--- src/rtl/ddr_pkg.sv ---
// rtl/ddr_pkg.sv - shared FSM state, page classification codes and default timing for the bank scheduler
package ddr_pkg;

    typedef enum logic [2:0] {
        ST_IDLE,
        ST_CLASSIFY,
        ST_PRE_WAIT,
        ST_RP_WAIT,
        ST_ACT_WAIT,
        ST_RCD_WAIT,
        ST_CAS,
        ST_CLOSE_ALL
    } sched_state_t;

    // page_stat encoding
    localparam logic [1:0] PS_HIT   = 2'd0;
    localparam logic [1:0] PS_EMPTY = 2'd1;
    localparam logic [1:0] PS_MISS  = 2'd2;

    // default geometry and timing (in clock cycles)
    localparam int DEF_NUM_BANKS = 16;
    localparam int DEF_ROW_W     = 15;
    localparam int DEF_T_RRD     = 4;
    localparam int DEF_T_RP      = 11;
    localparam int DEF_T_RCD     = 11;
    localparam int DEF_T_RTP     = 6;
    localparam int DEF_T_WRP     = 20;
    localparam int DEF_T_FAW     = 16;

    function automatic int max_int(input int a, input int b);
        return (a > b) ? a : b;
    endfunction

endpackage

--- src/rtl/ctrl_act_window.sv ---
// rtl/ctrl_act_window.sv - ACTIVATE spacing (tRRD) and four-activate window (tFAW) tracker
//
// Ports:
//   CK_t         clock, rising edge
//   reset_n      synchronous active-low reset
//   act_strobe   an ACTIVATE is being issued on this edge
//   act_allowed  an ACTIVATE issued on this edge would respect tRRD and tFAW
module ctrl_act_window #(
    parameter int T_RRD = 4,
    parameter int T_FAW = 16
) (
    input  logic CK_t,
    input  logic reset_n,
    input  logic act_strobe,
    output logic act_allowed
);

    localparam int RRD_W = $clog2(T_RRD + 1);
    localparam int FAW_W = $clog2(T_FAW + 1);
    localparam logic [RRD_W-1:0] RRD_SAT = RRD_W'(T_RRD);
    localparam logic [FAW_W-1:0] FAW_SAT = FAW_W'(T_FAW);
    localparam logic [RRD_W-1:0] RRD_ONE = RRD_W'(1);
    localparam logic [FAW_W-1:0] FAW_ONE = FAW_W'(1);

    // r_rrd_cnt: cycles since the last ACTIVATE, saturating at T_RRD.
    // r_age[i]:  age of the i-th most recent ACTIVATE, saturating at T_FAW;
    //            a saturated entry is indistinguishable from an empty one.
    logic [RRD_W-1:0] r_rrd_cnt;
    logic [FAW_W-1:0] r_age [4];

    function automatic logic [FAW_W-1:0] age_inc(input logic [FAW_W-1:0] a);
        return (a >= FAW_SAT) ? a : a + FAW_ONE;
    endfunction

    always_ff @(posedge CK_t) begin
        if (!reset_n) begin
            r_rrd_cnt <= RRD_SAT;
            for (int i = 0; i < 4; i++) r_age[i] <= FAW_SAT;
        end else if (act_strobe) begin
            r_rrd_cnt <= RRD_ONE;
            r_age[0]  <= FAW_ONE;
            for (int i = 1; i < 4; i++) r_age[i] <= age_inc(r_age[i-1]);
        end else begin
            if (r_rrd_cnt < RRD_SAT) r_rrd_cnt <= r_rrd_cnt + RRD_ONE;
            for (int i = 0; i < 4; i++) r_age[i] <= age_inc(r_age[i]);
        end
    end

    // The oldest of the last four activates must have left the window.
    assign act_allowed = (r_rrd_cnt >= RRD_SAT) && (r_age[3] >= FAW_SAT);

endmodule

--- src/rtl/ctrl_bank_sched.sv ---
// rtl/ctrl_bank_sched.sv - per-bank open-row tracking and ACT/PRE/CAS sequencing for one request at a time
//
// Ports:
//   CK_t, reset_n            clock (rising edge), synchronous active-low reset
//   req_valid/req_ready      request handshake; req_bank, req_row, req_wr describe it
//   cas_done                 pulse: the CAS for the current request has issued
//   close_all                level: precharge every open bank (refresh entry)
//   act_valid, pre_valid     one-cycle ACTIVATE / PRECHARGE strobes on cmd_bank (cmd_row for ACT)
//   cas_go                   one-cycle strobe: row open, CAS may issue
//   page_stat                last request classification: 0 hit, 1 empty, 2 miss
//   all_closed               no bank open and the FSM idle
module ctrl_bank_sched
    import ddr_pkg::*;
#(
    parameter int NUM_BANKS = DEF_NUM_BANKS,
    parameter int ROW_W     = DEF_ROW_W,
    parameter int T_RRD     = DEF_T_RRD,
    parameter int T_RP      = DEF_T_RP,
    parameter int T_RCD     = DEF_T_RCD,
    parameter int T_RTP     = DEF_T_RTP,
    parameter int T_WRP     = DEF_T_WRP,
    parameter int T_FAW     = DEF_T_FAW
) (
    input  logic                         CK_t,
    input  logic                         reset_n,
    input  logic                         req_valid,
    output logic                         req_ready,
    input  logic [$clog2(NUM_BANKS)-1:0] req_bank,
    input  logic [ROW_W-1:0]             req_row,
    input  logic                         req_wr,
    input  logic                         cas_done,
    input  logic                         close_all,
    output logic                         act_valid,
    output logic                         pre_valid,
    output logic [$clog2(NUM_BANKS)-1:0] cmd_bank,
    output logic [ROW_W-1:0]             cmd_row,
    output logic                         cas_go,
    output logic [1:0]                   page_stat,
    output logic                         all_closed
);

    localparam int BANK_W = $clog2(NUM_BANKS);
    localparam int CNT_W  = $clog2(max_int(T_WRP, T_RTP) + 1);
    localparam int TMR_W  = $clog2(max_int(T_RP, T_RCD) + 1);

    // Timer loads are two short of the nominal delay: one edge is spent
    // leaving the wait state and one issuing the strobe in the next state.
    // When closing, RP_WAIT returns straight to IDLE, so only one is saved.
    localparam logic [TMR_W-1:0] RP_LOAD       = TMR_W'(T_RP - 2);
    localparam logic [TMR_W-1:0] RP_CLOSE_LOAD = TMR_W'(T_RP - 1);
    localparam logic [TMR_W-1:0] RCD_LOAD      = TMR_W'(T_RCD - 2);
    localparam logic [TMR_W-1:0] TMR_ONE       = TMR_W'(1);
    // Bank counter reaches 0 one edge before PRECHARGE may issue.
    localparam logic [CNT_W-1:0] RTP_LOAD      = CNT_W'(T_RTP - 1);
    localparam logic [CNT_W-1:0] WRP_LOAD      = CNT_W'(T_WRP - 1);
    localparam logic [CNT_W-1:0] CNT_ONE       = CNT_W'(1);

    sched_state_t      r_state;
    logic [BANK_W-1:0] r_bank;
    logic [ROW_W-1:0]  r_row;
    logic              r_wr;
    logic              r_cas_sent;
    logic              r_closing;
    logic [TMR_W-1:0]  r_tmr;
    logic [NUM_BANKS-1:0] r_open;
    logic [ROW_W-1:0]  r_row_tab [NUM_BANKS];
    logic [CNT_W-1:0]  r_cnt     [NUM_BANKS];

    logic              r_act_valid;
    logic              r_pre_valid;
    logic              r_cas_go;
    logic [BANK_W-1:0] r_cmd_bank;
    logic [ROW_W-1:0]  r_cmd_row;
    logic [1:0]        r_page_stat;

    logic              w_act_allowed;
    logic              w_act_fire;
    logic              w_low_found;
    logic [BANK_W-1:0] w_low_bank;
    logic              w_others_open;

    ctrl_act_window #(
        .T_RRD (T_RRD),
        .T_FAW (T_FAW)
    ) u_act_window (
        .CK_t        (CK_t),
        .reset_n     (reset_n),
        .act_strobe  (w_act_fire),
        .act_allowed (w_act_allowed)
    );

    assign w_act_fire = (r_state == ST_ACT_WAIT) && w_act_allowed;

    // Lowest-index open bank, for ascending close-all order.
    always_comb begin
        w_low_found = 1'b0;
        w_low_bank  = '0;
        for (int i = NUM_BANKS - 1; i >= 0; i--) begin
            if (r_open[i]) begin
                w_low_found = 1'b1;
                w_low_bank  = BANK_W'(i);
            end
        end
    end

    assign w_others_open = |(r_open & ~(NUM_BANKS'(1) << w_low_bank));

    always_ff @(posedge CK_t) begin
        if (!reset_n) begin
            r_state     <= ST_IDLE;
            r_bank      <= '0;
            r_row       <= '0;
            r_wr        <= 1'b0;
            r_cas_sent  <= 1'b0;
            r_closing   <= 1'b0;
            r_tmr       <= '0;
            r_open      <= '0;
            r_act_valid <= 1'b0;
            r_pre_valid <= 1'b0;
            r_cas_go    <= 1'b0;
            r_cmd_bank  <= '0;
            r_cmd_row   <= '0;
            r_page_stat <= PS_HIT;
            for (int i = 0; i < NUM_BANKS; i++) begin
                r_row_tab[i] <= '0;
                r_cnt[i]     <= '0;
            end
        end else begin
            r_act_valid <= 1'b0;
            r_pre_valid <= 1'b0;
            r_cas_go    <= 1'b0;
            for (int i = 0; i < NUM_BANKS; i++) begin
                if (r_cnt[i] != '0) r_cnt[i] <= r_cnt[i] - CNT_ONE;
            end

            case (r_state)
                ST_IDLE: begin
                    if (close_all) begin
                        r_state <= ST_CLOSE_ALL;
                    end else if (req_valid) begin
                        r_bank     <= req_bank;
                        r_row      <= req_row;
                        r_wr       <= req_wr;
                        r_cas_sent <= 1'b0;
                        r_state    <= ST_CLASSIFY;
                    end
                end
                ST_CLASSIFY: begin
                    if (!r_open[r_bank]) begin
                        r_page_stat <= PS_EMPTY;
                        r_state     <= ST_ACT_WAIT;
                    end else if (r_row_tab[r_bank] == r_row) begin
                        r_page_stat <= PS_HIT;
                        r_state     <= ST_CAS;
                    end else begin
                        r_page_stat <= PS_MISS;
                        r_state     <= ST_PRE_WAIT;
                    end
                end
                ST_PRE_WAIT: begin
                    if (r_cnt[r_bank] == '0) begin
                        r_pre_valid    <= 1'b1;
                        r_cmd_bank     <= r_bank;
                        r_open[r_bank] <= 1'b0;
                        r_tmr          <= RP_LOAD;
                        r_closing      <= 1'b0;
                        r_state        <= ST_RP_WAIT;
                    end
                end
                ST_RP_WAIT: begin
                    if (r_tmr == '0) r_state <= r_closing ? ST_IDLE : ST_ACT_WAIT;
                    else             r_tmr   <= r_tmr - TMR_ONE;
                end
                ST_ACT_WAIT: begin
                    if (w_act_fire) begin
                        r_act_valid       <= 1'b1;
                        r_cmd_bank        <= r_bank;
                        r_cmd_row         <= r_row;
                        r_open[r_bank]    <= 1'b1;
                        r_row_tab[r_bank] <= r_row;
                        r_tmr             <= RCD_LOAD;
                        r_state           <= ST_RCD_WAIT;
                    end
                end
                ST_RCD_WAIT: begin
                    if (r_tmr == '0) r_state <= ST_CAS;
                    else             r_tmr   <= r_tmr - TMR_ONE;
                end
                ST_CAS: begin
                    if (!r_cas_sent) begin
                        r_cas_go   <= 1'b1;
                        r_cas_sent <= 1'b1;
                    end else if (cas_done) begin
                        r_cnt[r_bank] <= r_wr ? WRP_LOAD : RTP_LOAD;
                        r_state       <= ST_IDLE;
                    end
                end
                ST_CLOSE_ALL: begin
                    if (!w_low_found) begin
                        r_state <= ST_IDLE;
                    end else if (r_cnt[w_low_bank] == '0) begin
                        r_pre_valid        <= 1'b1;
                        r_cmd_bank         <= w_low_bank;
                        r_open[w_low_bank] <= 1'b0;
                        if (!w_others_open) begin
                            r_tmr     <= RP_CLOSE_LOAD;
                            r_closing <= 1'b1;
                            r_state   <= ST_RP_WAIT;
                        end
                    end
                end
                default: r_state <= ST_IDLE;
            endcase
        end
    end

    assign req_ready  = reset_n && (r_state == ST_IDLE) && !close_all;
    assign all_closed = (r_open == '0) && (r_state == ST_IDLE);
    assign act_valid  = r_act_valid;
    assign pre_valid  = r_pre_valid;
    assign cas_go     = r_cas_go;
    assign cmd_bank   = r_cmd_bank;
    assign cmd_row    = r_cmd_row;
    assign page_stat  = r_page_stat;

endmodule

--- config.mk ---
export PLATFORM = sky130hd
export DESIGN_NAME = ctrl_bank_sched
export DESIGN_NICKNAME = d
export VERILOG_FILES = /design/src/rtl/ddr_pkg.sv /design/src/rtl/ctrl_act_window.sv /design/src/rtl/ctrl_bank_sched.sv
export SDC_FILE = /design/constraint.sdc
export NUM_CORES = 1
export LEC_CHECK = 0
export BUFFER_PORTS_ARGS = -buffer_cell sky130_fd_sc_hd__buf_2
export CORE_ASPECT_RATIO = 0.7
export CORE_UTILIZATION = 50
export DETAILED_ROUTE_END_ITERATION = 10
export PLACE_DENSITY_LB_ADDON = 0.12
export SKIP_LAST_GASP = 1
export SLEW_MARGIN = 10
export SYNTH_ARGS = -nofsm -noshare
export SYNTH_HDL_FRONTEND = slang
export SYNTH_SLANG_ARGS = --single-unit
--- constraint.sdc ---
create_clock -name CK_t -period 3 [get_ports CK_t]
set_input_delay 0.15 -clock CK_t [delete_from_list [all_inputs] [get_ports CK_t]]
set_output_delay 0.15 -clock CK_t [all_outputs]
set_load 0.01 [all_outputs]
==> results.sh, run 1 <==
export IMPL_final_util_pct=61.09
export IMPL_num_rows=61
export IMPL_pin_count=51
export IMPL_die_y_um=171.6
export IMPL_ys_async_sr_fraction_pct=0
export IMPL_cp_top_family="simple AND/OR/NAND/NOR gates"
export IMPL_crit_slowest_cell="or4_4"
export IMPL_drc=0
export IMPL_netlist_instances=1942
export IMPL_clk_root_buffer_cell="clkbuf_16"
export IMPL_fmax_mhz=333.6
export IMPL_outcome="finished, final reports clean"
export IMPL_p_leak_uw=0.009116
export IMPL_final_hold_viol_count=0
export IMPL_die_width_um=244.3
export IMPL_maxCapViolCount=0
export IMPL_min_path_type="in2reg"
export IMPL_cp_required_ns=3.45
export IMPL_worstMarginPinSlew_ns=0.9059
export IMPL_timing_rr_end="r_tmr[0]"
export IMPL_viasPerCell=5.953
export IMPL_clk_pin_slew_ns=0.07
export IMPL_finalWirelength_mm=62.66
export IMPL_yosys_warnings=0
export IMPL_grt_total_usage_pct=30.11
export IMPL_rsz0062_at_grt="yes"
export IMPL_place_congestion=0.9925
export IMPL_crit_chain="buf_6 > or4_4 > nor4_4 > nand3_2 > o21ai_1 > o211ai_1 > or3_4 > nor4b_4 > a21oi_2 > o311a_1"
export IMPL_cp_arrival_ns=3.44
export IMPL_hold_depth=5
export IMPL_finalSetupViolCount=0
export IMPL_antenna_found_initial=1
export IMPL_antenna_left=0
export IMPL_r2r_cells=10
export IMPL_startpoint="r_open[7]"
export IMPL_slew_viol_final=0
export IMPL_cts_htree_levels=2
export IMPL_multi_input_area_mm2=0.008507
export IMPL_n_fill_cell=3324
export IMPL_grt_pass1_wl_mm=93.75
export IMPL_path_max_fanout=6
export IMPL_grt_pass1_vias=14988
export IMPL_ir_worst_vdd_uv=511.0
export IMPL_worstSetupPathType="reg2reg"
export IMPL_fin_crit_sh_pct=99.92
export IMPL_cts_buffers=41
export IMPL_vias=16179
export IMPL_path_depth=10
export IMPL_finClkSkew_ns=0.02355
export IMPL_syn_area_mm2=0.02055
export IMPL_ys_seq_elements=416
export IMPL_area_growth_pct=19.12
export IMPL_clk_path_buf_depth=3
export IMPL_io_buffer_count=50
export IMPL_top_usage_layer="met1"
export IMPL_first_iter_violations=1854
export IMPL_drt_wirelength_per_cell_um=23.06
export IMPL_power_density_mw_per_mm2=782.8
export IMPL_max_stage_delay_ns=0.52
export IMPL_yosys_cell_types_count=81
export IMPL_ys_flop_type="edfxtp_1"
export IMPL_area_sequential_mm2=0.01143
export IMPL_hpwl_mm=44.72
export IMPL_use_met3_pct=9.549
export IMPL_grt_overflow=0
export IMPL_grt_util_met2_pct=41.72
export IMPL_rr_startpoint="r_open[7]"
export IMPL_nets=2204
export IMPL_cp_num_buf_inv=1
export IMPL_r2r_slack_ns=0.002
export IMPL_cts_tree="done"
export IMPL_dr_pass1_iters=6
export IMPL_clkSinkCount=416
export IMPL_finalPower_uw=19160
export IMPL_min_period_ns=2.998
export IMPL_grt_util_met1_pct=45.34
export IMPL_slew_headroom_pct=39.46
export IMPL_final_layout_size_suffix_gt1_share_pct=21.16
export IMPL_core_area_mm2=0.04007
export IMPL_die_area_mm2=0.04192
export IMPL_syn_avg_cell_area_um2=10.58
export IMPL_end_kind="flip-flop"
export IMPL_endpoint="r_tmr[0]"
export IMPL_grt_max_degree=58
export IMPL_clk_latency_ns=0.57
export IMPL_synth_edff_count=308
export IMPL_yosysSeqAreaShare_pct=55.53
export IMPL_antenna_cells=0
export IMPL_start_util_pct=51.28
export IMPL_critPathLaunchType="flip-flop"
repair_timing:
item / in CTS / in global routing
gates cloned: 1 / 0
pin swaps: 11 / 6
setup endpoints to repair: 27 / 28
resized for setup: 26 / 25
hold endpoints to repair: 29 / 0
setup buffers: 6 / 8
hold buffers: 21 / 0
state kept, by name (all words and copies together) (netlist names), 2 cells and up, named ones only:
signal and count:
page_stat 2, r_cnt 80, r_tmr 4, cmd_bank 4, u_act_window.r_age 20, u_act_window.r_rrd_cnt 3
cmd_row 15, r_open 16, r_row 15, r_row_tab 240, r_bank 4, r_state 3
power by group:
| part | switching (uW) | internal [uW] | total, uW |
|---|---|---|---|
| clock network | 2290 | 3100 | 5390 |
| registers | 731 | 7130 | 7860 |
| logic | 3420 | 2480 | 5910 |
| total | 6450 | 12700 | 19200 |
cell usage in the layout, fill, tap and decap left out, types with 8 or more instances in the layout:
master,n
a211oi_1,15
a21oi_1,59
a221oi_1,9
a31oi_1,15
and3_1,11
buf_12,11
buf_2,49
buf_4,201
clkbuf_16,42
clkbuf_8,8
conb_1,15
dfxtp_1,97
dfxtp_2,8
dlygate4sd3_1,21
edfxtp_1,308
ha_1,29
inv_1,53
mux2i_1,34
mux4_2,56
nand2_1,221
nand2b_1,12
nand3_1,48
nand4_1,11
nor2_1,388
nor2b_1,14
nor3_1,44
nor4_1,13
o211ai_1,12
o21ai_0,81
o21ai_1,22
o221a_1,12
o31ai_1,11
or2_2,18
or3_1,19
xnor2_1,53
xor2_1,19
cells in the mapped netlist (all sizes together), types with 13 or more instances:
library cell    n  area share [%]
ha             29             1.8
nor3           45             1.1
dfxtp         108              11
nand2         222             4.1
a31oi          16            0.52
nor2b          14            0.43
nand3          50             1.2
inv            56             1.0
a221oi         13            0.58
clkbuf        106             2.1
xor2           19            0.81
edfxtp        308              45
o211ai         13            0.50
o21ai         105             2.6
mux2i          34             1.7
or2            18            0.55
nor4           16            0.56
buf            31            0.96
a211oi         16            0.58
xnor2          53             2.3
mux4           57             6.3
a21oi          61             1.5
or3            21            0.67
nor2          390             7.1
worst min-delay path by stage:
stage,startpoint,end,slack (ns)
finish,close_all,r_state[2],0.11
detailed placement,req_row[1],r_row[1],0.40
global placement,req_row[10],r_row[10],0.39
CTS,close_all,r_state[2],0.07
floorplan,req_row[0],r_row[0],0.29
global route,close_all,r_state[2],0.13
area by class of cell:
class | count | share of cell area, %
Inverter | 57 | 0.8894
Clock inverter | 23 | 1.002
Sequential cell | 416 | 46.71
Tap cell | 535 | 2.735
Multi-Input combinational cell | 1347 | 34.75
Clock buffer | 53 | 4.749
Timing Repair Buffer | 287 | 9.165
tightest hold or removal path, cell delays in order:
cell and delay [ns]:
buf_2 0.13, a21oi_1 0.07, nand3_1 0.07, o21ai_0 0.11, o211ai_1 0.11
routing by layer:
layer	part of all wire (%)	vias to the layer above
met4	1.9	2
met3	11	84
met1	46	7975
met5	0.021	-
met2	40	748
li1	-	7370
kinds of logic (layout without fill, tap and decap cells):
logic type	after synthesis	after routing	share of synthesized area, %
adder cells (fa/ha/maj)	31	31	1.869
AO/OA/AOI/OAI	295	296	9.322
multiplexers	94	94	8.086
AND/OR/NAND/NOR	839	839	17.97
other	1	15	0.01825
flip-flops	416	416	55.53
buffers and inverters	194	420	4.128
XOR/XNOR	72	72	3.069
stage by stage:
step                instances  setup slack [ns]  setup TNS [ns]  hold slack (ns)  cell area [um2]
global placement         2607           -0.1837          -2.844           0.3907            22550
detailed placement       2607           -0.2889          -4.286           0.3974            22550
CTS                      2711          0.004455               0          0.07382            24310
global route             2718          -0.08208          -1.012           0.1265            24480
finish                   2718          0.002334               0           0.1124            24480
floorplan                1956           0.09957               0           0.2860            20600
Power figures use the tool's default switching activity.
==> run 2, diff against run 1 <==
--- a/config.mk
+++ b/config.mk
@@ -5,10 +5,10 @@
 export SDC_FILE = /design/constraint.sdc
 export NUM_CORES = 1
 export LEC_CHECK = 0
-export BUFFER_PORTS_ARGS = -buffer_cell sky130_fd_sc_hd__buf_2
 export CORE_ASPECT_RATIO = 0.7
 export CORE_UTILIZATION = 50
 export DETAILED_ROUTE_END_ITERATION = 10
+export DONT_BUFFER_PORTS = 1
 export PLACE_DENSITY_LB_ADDON = 0.12
 export SKIP_LAST_GASP = 1
 export SLEW_MARGIN = 10
==> results.sh, run 2 (synthesis results as in run 1) <==
export IMPL_place_ws_ns=-0.5802
export IMPL_clk_root_buffer_cell="clkbuf_16"
export IMPL_grt_max_degree=92
export IMPL_clkSinkCount=416
export IMPL_grt_pass1_vias=15021
export IMPL_outcome="complete, but fails checks"
export IMPL_hpwl_mm=43.48
export IMPL_power_density_mw_per_mm2=784.0
export IMPL_first_iter_violations=2113
export IMPL_max_stage_delay_ns=0.55
export IMPL_finalWirelength_mm=62.65
export IMPL_dp_cells=2549
export IMPL_antenna_left=0
export IMPL_clk_path_buf_depth=3
export IMPL_violations="setup timing"
export IMPL_finalPower_uw=19030
export IMPL_fin_crit_sh_pct=102.1
export IMPL_critPathLaunchType="flip-flop"
export IMPL_cp_required_ns=3.43
export IMPL_grt_overflow=0
export IMPL_final_hold_viol_count=0
export IMPL_clk_pin_slew_ns=0.07
export IMPL_slew_headroom_pct=40.08
export IMPL_cts_tree="done"
export IMPL_dr_pass1_iters=5
export IMPL_finalSetupViolCount=12
export IMPL_worstSetupPathType="reg2reg"
export IMPL_ir_worst_vdd_uv=513.0
export IMPL_die_width_um=244.3
export IMPL_top_register="r_row_tab"
export IMPL_place_congestion=0.9231
export IMPL_end_kind="flip-flop"
export IMPL_num_rows=61
export IMPL_final_cell_mix="nor2_1, edfxtp_1, nand2_1"
export IMPL_final_common_cell="nor2_1"
export IMPL_grt_total_usage_pct=29.91
export IMPL_cpMostUsedCell="buf_4"
export IMPL_crit_slowest_cell="or4_4"
export IMPL_min_period_ns=3.064
export IMPL_n_fill_cell=3331
export IMPL_cp_num_buf_inv=4
export IMPL_antenna_cells=0
export IMPL_antenna_found_initial=1
export IMPL_maxCapViolCount=0
export IMPL_finClkSkew_ns=0.01649
export IMPL_drt_wirelength_per_cell_um=23.52
export IMPL_clk_latency_ns=0.56
export IMPL_crit_chain="buf_4 > or4_4 > nor4_4 > nand3_2 > a31oi_1 > a21o_1 > a221oi_2 > buf_4 > buf_6 > nor4b_4 > buf_4 > and2_4 > o311a_1"
export IMPL_pin_count=51
export IMPL_area_growth_pct=18.10
export IMPL_die_area_mm2=0.04192
export IMPL_cts_buffers=42
export IMPL_largest_reg_flops=240
export IMPL_cts_htree_levels=2
export IMPL_start_util_pct=51.28
export IMPL_io_buffer_count=0
export IMPL_fin_cells=2663
export IMPL_path_max_fanout=4
export IMPL_worstMarginPinSlew_ns=0.8989
export IMPL_grt_pass1_wl_mm=93.38
export IMPL_min_path_type="in2reg"
export IMPL_top_regs="r_row_tab: 240 flops, r_cnt: 80 flops, u_act_window.r_age: 20 flops"
export IMPL_nets=2149
export IMPL_slew_viol_final=0
export IMPL_p_leak_uw=0.008835
export IMPL_rsz0062_at_grt="yes"
export IMPL_cp_top_family="simple AND/OR/NAND/NOR gates"
export IMPL_final_layout_size_suffix_gt1_share_pct=19.13
export IMPL_fmax_mhz=326.4
export IMPL_die_y_um=171.6
export IMPL_cp_arrival_ns=3.50
export IMPL_core_area_mm2=0.04007
export IMPL_layout_setup_ws_ns=-0.06396
export IMPL_viasPerCell=6.074
export IMPL_drc=0
export IMPL_vias=16176
==> run 2: changes by cell type in the layout (fill, tap and decap cells not counted), sizes merged <==
| cell | delta |
|---|---|
| clkinvlp | -3 |
| clkinv | -10 |
| clkbuf | +14 |
| bufinv | -1 |
| buf | -55 |
| a21boi | -1 |
| dlygate4sd3 | +1 |
==> run 2: repair_timing <==
action	CTS	global route
setup endpoints to repair	28	28
hold endpoints to repair	172	0
resized for setup	45	28
buffers inserted	8	8
hold buffers	23	0
pin swaps	31	13
==> run 2: layer usage <==
metal	vias to the layer above	GRT usage [%]	share of wire [%]
met5	-	0	0.021
met4	2	6.467	1.8
met3	83	8.785	12
met2	850	42.60	41
met1	7969	44.77	44
li1	7272	-	-
==> run 2: path summary, 6_finish.rpt <==
kind	start	slack [ns]	depth (start not counted)	end
worst max-delay path	r_open[10]	-0.06	13	r_tmr[1]
worst min-delay path	reset_n	0.02	2	u_act_window.r_rrd_cnt[2]
worst max register to register	r_open[10]	-0.06	13	r_tmr[1]
worst min register to register	cmd_row[3]	0.49	2	cmd_row[3]
==> run 2: area by class of cell <==
cell class / count / area (um2) / share of cell area [%]
clock buffer: 68 / 1220 / 5.027
clock inverter: 9 / 143.9 / 0.5929
inverter: 57 / 214.0 / 0.8816
multi-input combinational: 1346 / 8574 / 35.33
sequential: 416 / 11450 / 47.16
tap: 535 / 669.4 / 2.758
timing repair buffer: 232 / 2001 / 8.244
==> run 2: report_power, final <==
| group | leakage (uW) | internal [uW] | total, uW | switching, uW |
|---|---|---|---|---|
| clock network | 0.000655 | 3050 | 5340 | 2290 |
| logic | 0.00407 | 2430 | 5790 | 3360 |
| registers | 0.00411 | 7130 | 7890 | 764 |
==> run 2: stage by stage <==
| step | hold WS [ns] | setup TNS [ns] | util (%) | cell area (um2) |
|---|---|---|---|---|
| 5_1_grt | 0.01884 | -1.792 | 60.57 | 24270 |
| 2_1_floorplan | 0.2860 | 0 | - | 20600 |
| 4_1_cts | 0.001672 | -0.2207 | 60.14 | 24100 |
| 6_report | 0.01997 | -0.2207 | 60.57 | 24270 |
| 3_3_place_gp | 0.2423 | -8.845 | 55.56 | 22260 |
| 3_5_place_dp | 0.2555 | -11.62 | 55.56 | 22260 |
==> run 3, diff against run 2 <==
--- a/config.mk
+++ b/config.mk
@@ -5,7 +5,6 @@
 export SDC_FILE = /design/constraint.sdc
 export NUM_CORES = 1
 export LEC_CHECK = 0
-export CORE_ASPECT_RATIO = 0.7
 export CORE_UTILIZATION = 50
 export DETAILED_ROUTE_END_ITERATION = 10
 export DONT_BUFFER_PORTS = 1
@@ -15,3 +14,4 @@
 export SYNTH_ARGS = -nofsm -noshare
 export SYNTH_HDL_FRONTEND = slang
 export SYNTH_SLANG_ARGS = --single-unit
+export TNS_END_PERCENT = 50
==> constraint.sdc (replaced) <==
create_clock -name CK_t -period 3.7 [get_ports CK_t]
set_input_delay 0.185 -clock CK_t [delete_from_list [all_inputs] [get_ports CK_t]]
set_output_delay 0.185 -clock CK_t [all_outputs]
set_load 0.01 [all_outputs]
==> results.sh, run 3 (synthesis results as in run 1) <==
export IMPL_final_cell_mix="nor2_1, edfxtp_1, nand2_1"
export IMPL_fmax_mhz=288.1
export IMPL_dp_cells=2439
export IMPL_grt_pass1_wl_mm=89.81
export IMPL_min_path_type="in2reg"
export IMPL_end_kind="flip-flop"
export IMPL_area_growth_pct=12.80
export IMPL_grt_util_met1_pct=41.16
export IMPL_outcome="finished, final reports clean"
export IMPL_r2r_cells=12
export IMPL_clk_path_buf_depth=3
export IMPL_slew_viol_final=0
export IMPL_die_area_mm2=0.04191
export IMPL_crit_slowest_cell="or4b_1"
export IMPL_rsz0062_at_grt="no"
export IMPL_core_area_mm2=0.04010
export IMPL_grt_overflow=0
export IMPL_stdcell_area_mm2=0.02318
export IMPL_cp_top_family="compound AO/OA/AOI/OAI gates"
export IMPL_grt_total_usage_pct=28.96
export IMPL_vias=15530
export IMPL_power_density_mw_per_mm2=657.1
export IMPL_die_y_um=204.7
export IMPL_ir_worst_vdd_uv=396.1
export IMPL_critPathLaunchType="flip-flop"
export IMPL_viasPerCell=6.093
export IMPL_top_regs="r_row_tab: 240 flops, r_cnt: 80 flops, u_act_window.r_age: 20 flops"
export IMPL_first_iter_violations=1522
export IMPL_clkSinkCount=416
export IMPL_startpoint="r_open[5]"
export IMPL_hold_depth=2
export IMPL_nets=2040
export IMPL_finClkSkew_ns=0.02904
export IMPL_final_common_cell="nor2_1"
export IMPL_use_met3_pct=7.938
export IMPL_finalWirelength_mm=59.80
export IMPL_grt_pass1_vias=14896
export IMPL_antenna_left=0
export IMPL_finalSetupViolCount=0
export IMPL_crit_chain="or4b_1 > nand4_1 > o21ba_1 > buf_4 > buf_4 > nand3b_1 > a21o_1 > a221oi_1 > buf_4 > nor4b_4 > a21oi_2 > o311a_1"
export IMPL_cp_arrival_ns=3.95
export IMPL_worstMarginPinSlew_ns=1.017
export IMPL_cts_buffers=46
export IMPL_n_fill_cell=3376
export IMPL_cts_tree="done"
export IMPL_rr_startpoint="r_open[5]"
export IMPL_grt_util_met2_pct=42.76
export IMPL_r2r_slack_ns=0.23
export IMPL_clk_root_buffer_cell="clkbuf_16"
export IMPL_drc=0
export IMPL_fin_crit_sh_pct=93.82
export IMPL_min_period_ns=3.471
export IMPL_final_util_pct=57.81
export IMPL_max_stage_delay_ns=0.56
export IMPL_maxCapViolCount=0
export IMPL_postPlaceCellArea_mm2=0.02140
export IMPL_cp_num_buf_inv=3
export IMPL_final_layout_size_suffix_gt1_share_pct=13.29
export IMPL_p_leak_uw=0.008283
export IMPL_cp_required_ns=4.18
export IMPL_layout_setup_ws_ns=0.2287
export IMPL_setup_tns_ns=0
export IMPL_place_ws_ns=0.09218
export IMPL_top_register="r_row_tab"
export IMPL_path_depth=12
export IMPL_cpMostUsedCell="buf_4"
export IMPL_path_max_fanout=11
export IMPL_grt_max_degree=95
export IMPL_antenna_cells=0
export IMPL_final_hold_viol_count=0
export IMPL_antenna_found_initial=0
export IMPL_num_rows=73
export IMPL_drt_wirelength_per_cell_um=23.46
export IMPL_worstSetupPathType="reg2reg"
export IMPL_slew_headroom_pct=32.22
export IMPL_top_usage_layer="met2"
export IMPL_largest_reg_flops=240
export IMPL_start_util_pct=51.25
export IMPL_fin_cells=2549
export IMPL_clk_latency_ns=0.60
export IMPL_dr_pass1_iters=5
export IMPL_endpoint="r_tmr[0]"
export IMPL_hpwl_mm=40.57
export IMPL_clk_pin_slew_ns=0.06
export IMPL_pin_count=51
export IMPL_die_width_um=204.7
export IMPL_cts_htree_levels=2
export IMPL_place_congestion=0.9345
export IMPL_timing_rr_end="r_tmr[0]"
export IMPL_io_buffer_count=0
[run 3: cell types whose count changed in the layout (fill, tap and decap cells not counted), moves of 7 or more]
cell | previous run | this run
dfxtp_2 | 10 | 2
buf_12 | 12 | 4
dfxtp_1 | 92 | 105
buf_4 | 188 | 91
buf_6 | 9 | 0
clkinv_2 | 2 | 9
[run 3: cell type report]
| cell class | count | area, um2 | share of cell area, % |
|---|---|---|---|
| clock buffers | 70 | 1375 | 5.933 |
| well taps | 525 | 656.9 | 2.834 |
| clock inverters | 16 | 132.6 | 0.5722 |
| inverters | 57 | 214.0 | 0.9231 |
| flip-flops and latches | 416 | 11420 | 49.26 |
| multi-input cells | 1346 | 8362 | 36.08 |
| repair buffers | 119 | 1021 | 4.405 |
[run 3: worst min path at each step]
stage               startpoint  slack [ns]                   endpoint
detailed placement     reset_n        0.30  u_act_window.r_rrd_cnt[2]
CTS                    reset_n       0.007           r_row_tab[15][8]
finish                 reset_n        0.03           r_row_tab[15][9]
floorplan           req_row[0]        0.32                   r_row[0]
global placement       reset_n        0.28  u_act_window.r_rrd_cnt[2]
global route           reset_n        0.02           r_row_tab[15][9]
[run 3: repair_timing]
action / CTS / global route
resized for setup: 0 / 3
endpoints found under the hold margin: 170 / 0
setup buffers: 0 / 0
setup endpoints to repair: 0 / 16
hold buffers: 24 / 0
[run 3: layer usage]
metal  up-vias  routed length, um
met5         -                  0
met4         0               1563
met3        98               6296
met2       736              26080
met1      7631              25860
li1       7065                  -
[run 3: report_power, final]
part	total, uW	switching [uW]	internal, uW
Sequential	6460	671	5780
Clock	4580	1930	2650
Combinational	4190	2490	1700
Total	15200	5090	10100
[run 3: per-stage QoR]
step / total power (uW) / hold slack (ns)
after floorplan: 9272 / 0.3210
after global placement: 10490 / 0.2795
after detailed placement: 10590 / 0.2969
after CTS: 15220 / 0.006742
after global routing: 15960 / 0.01727
final: 15230 / 0.03224
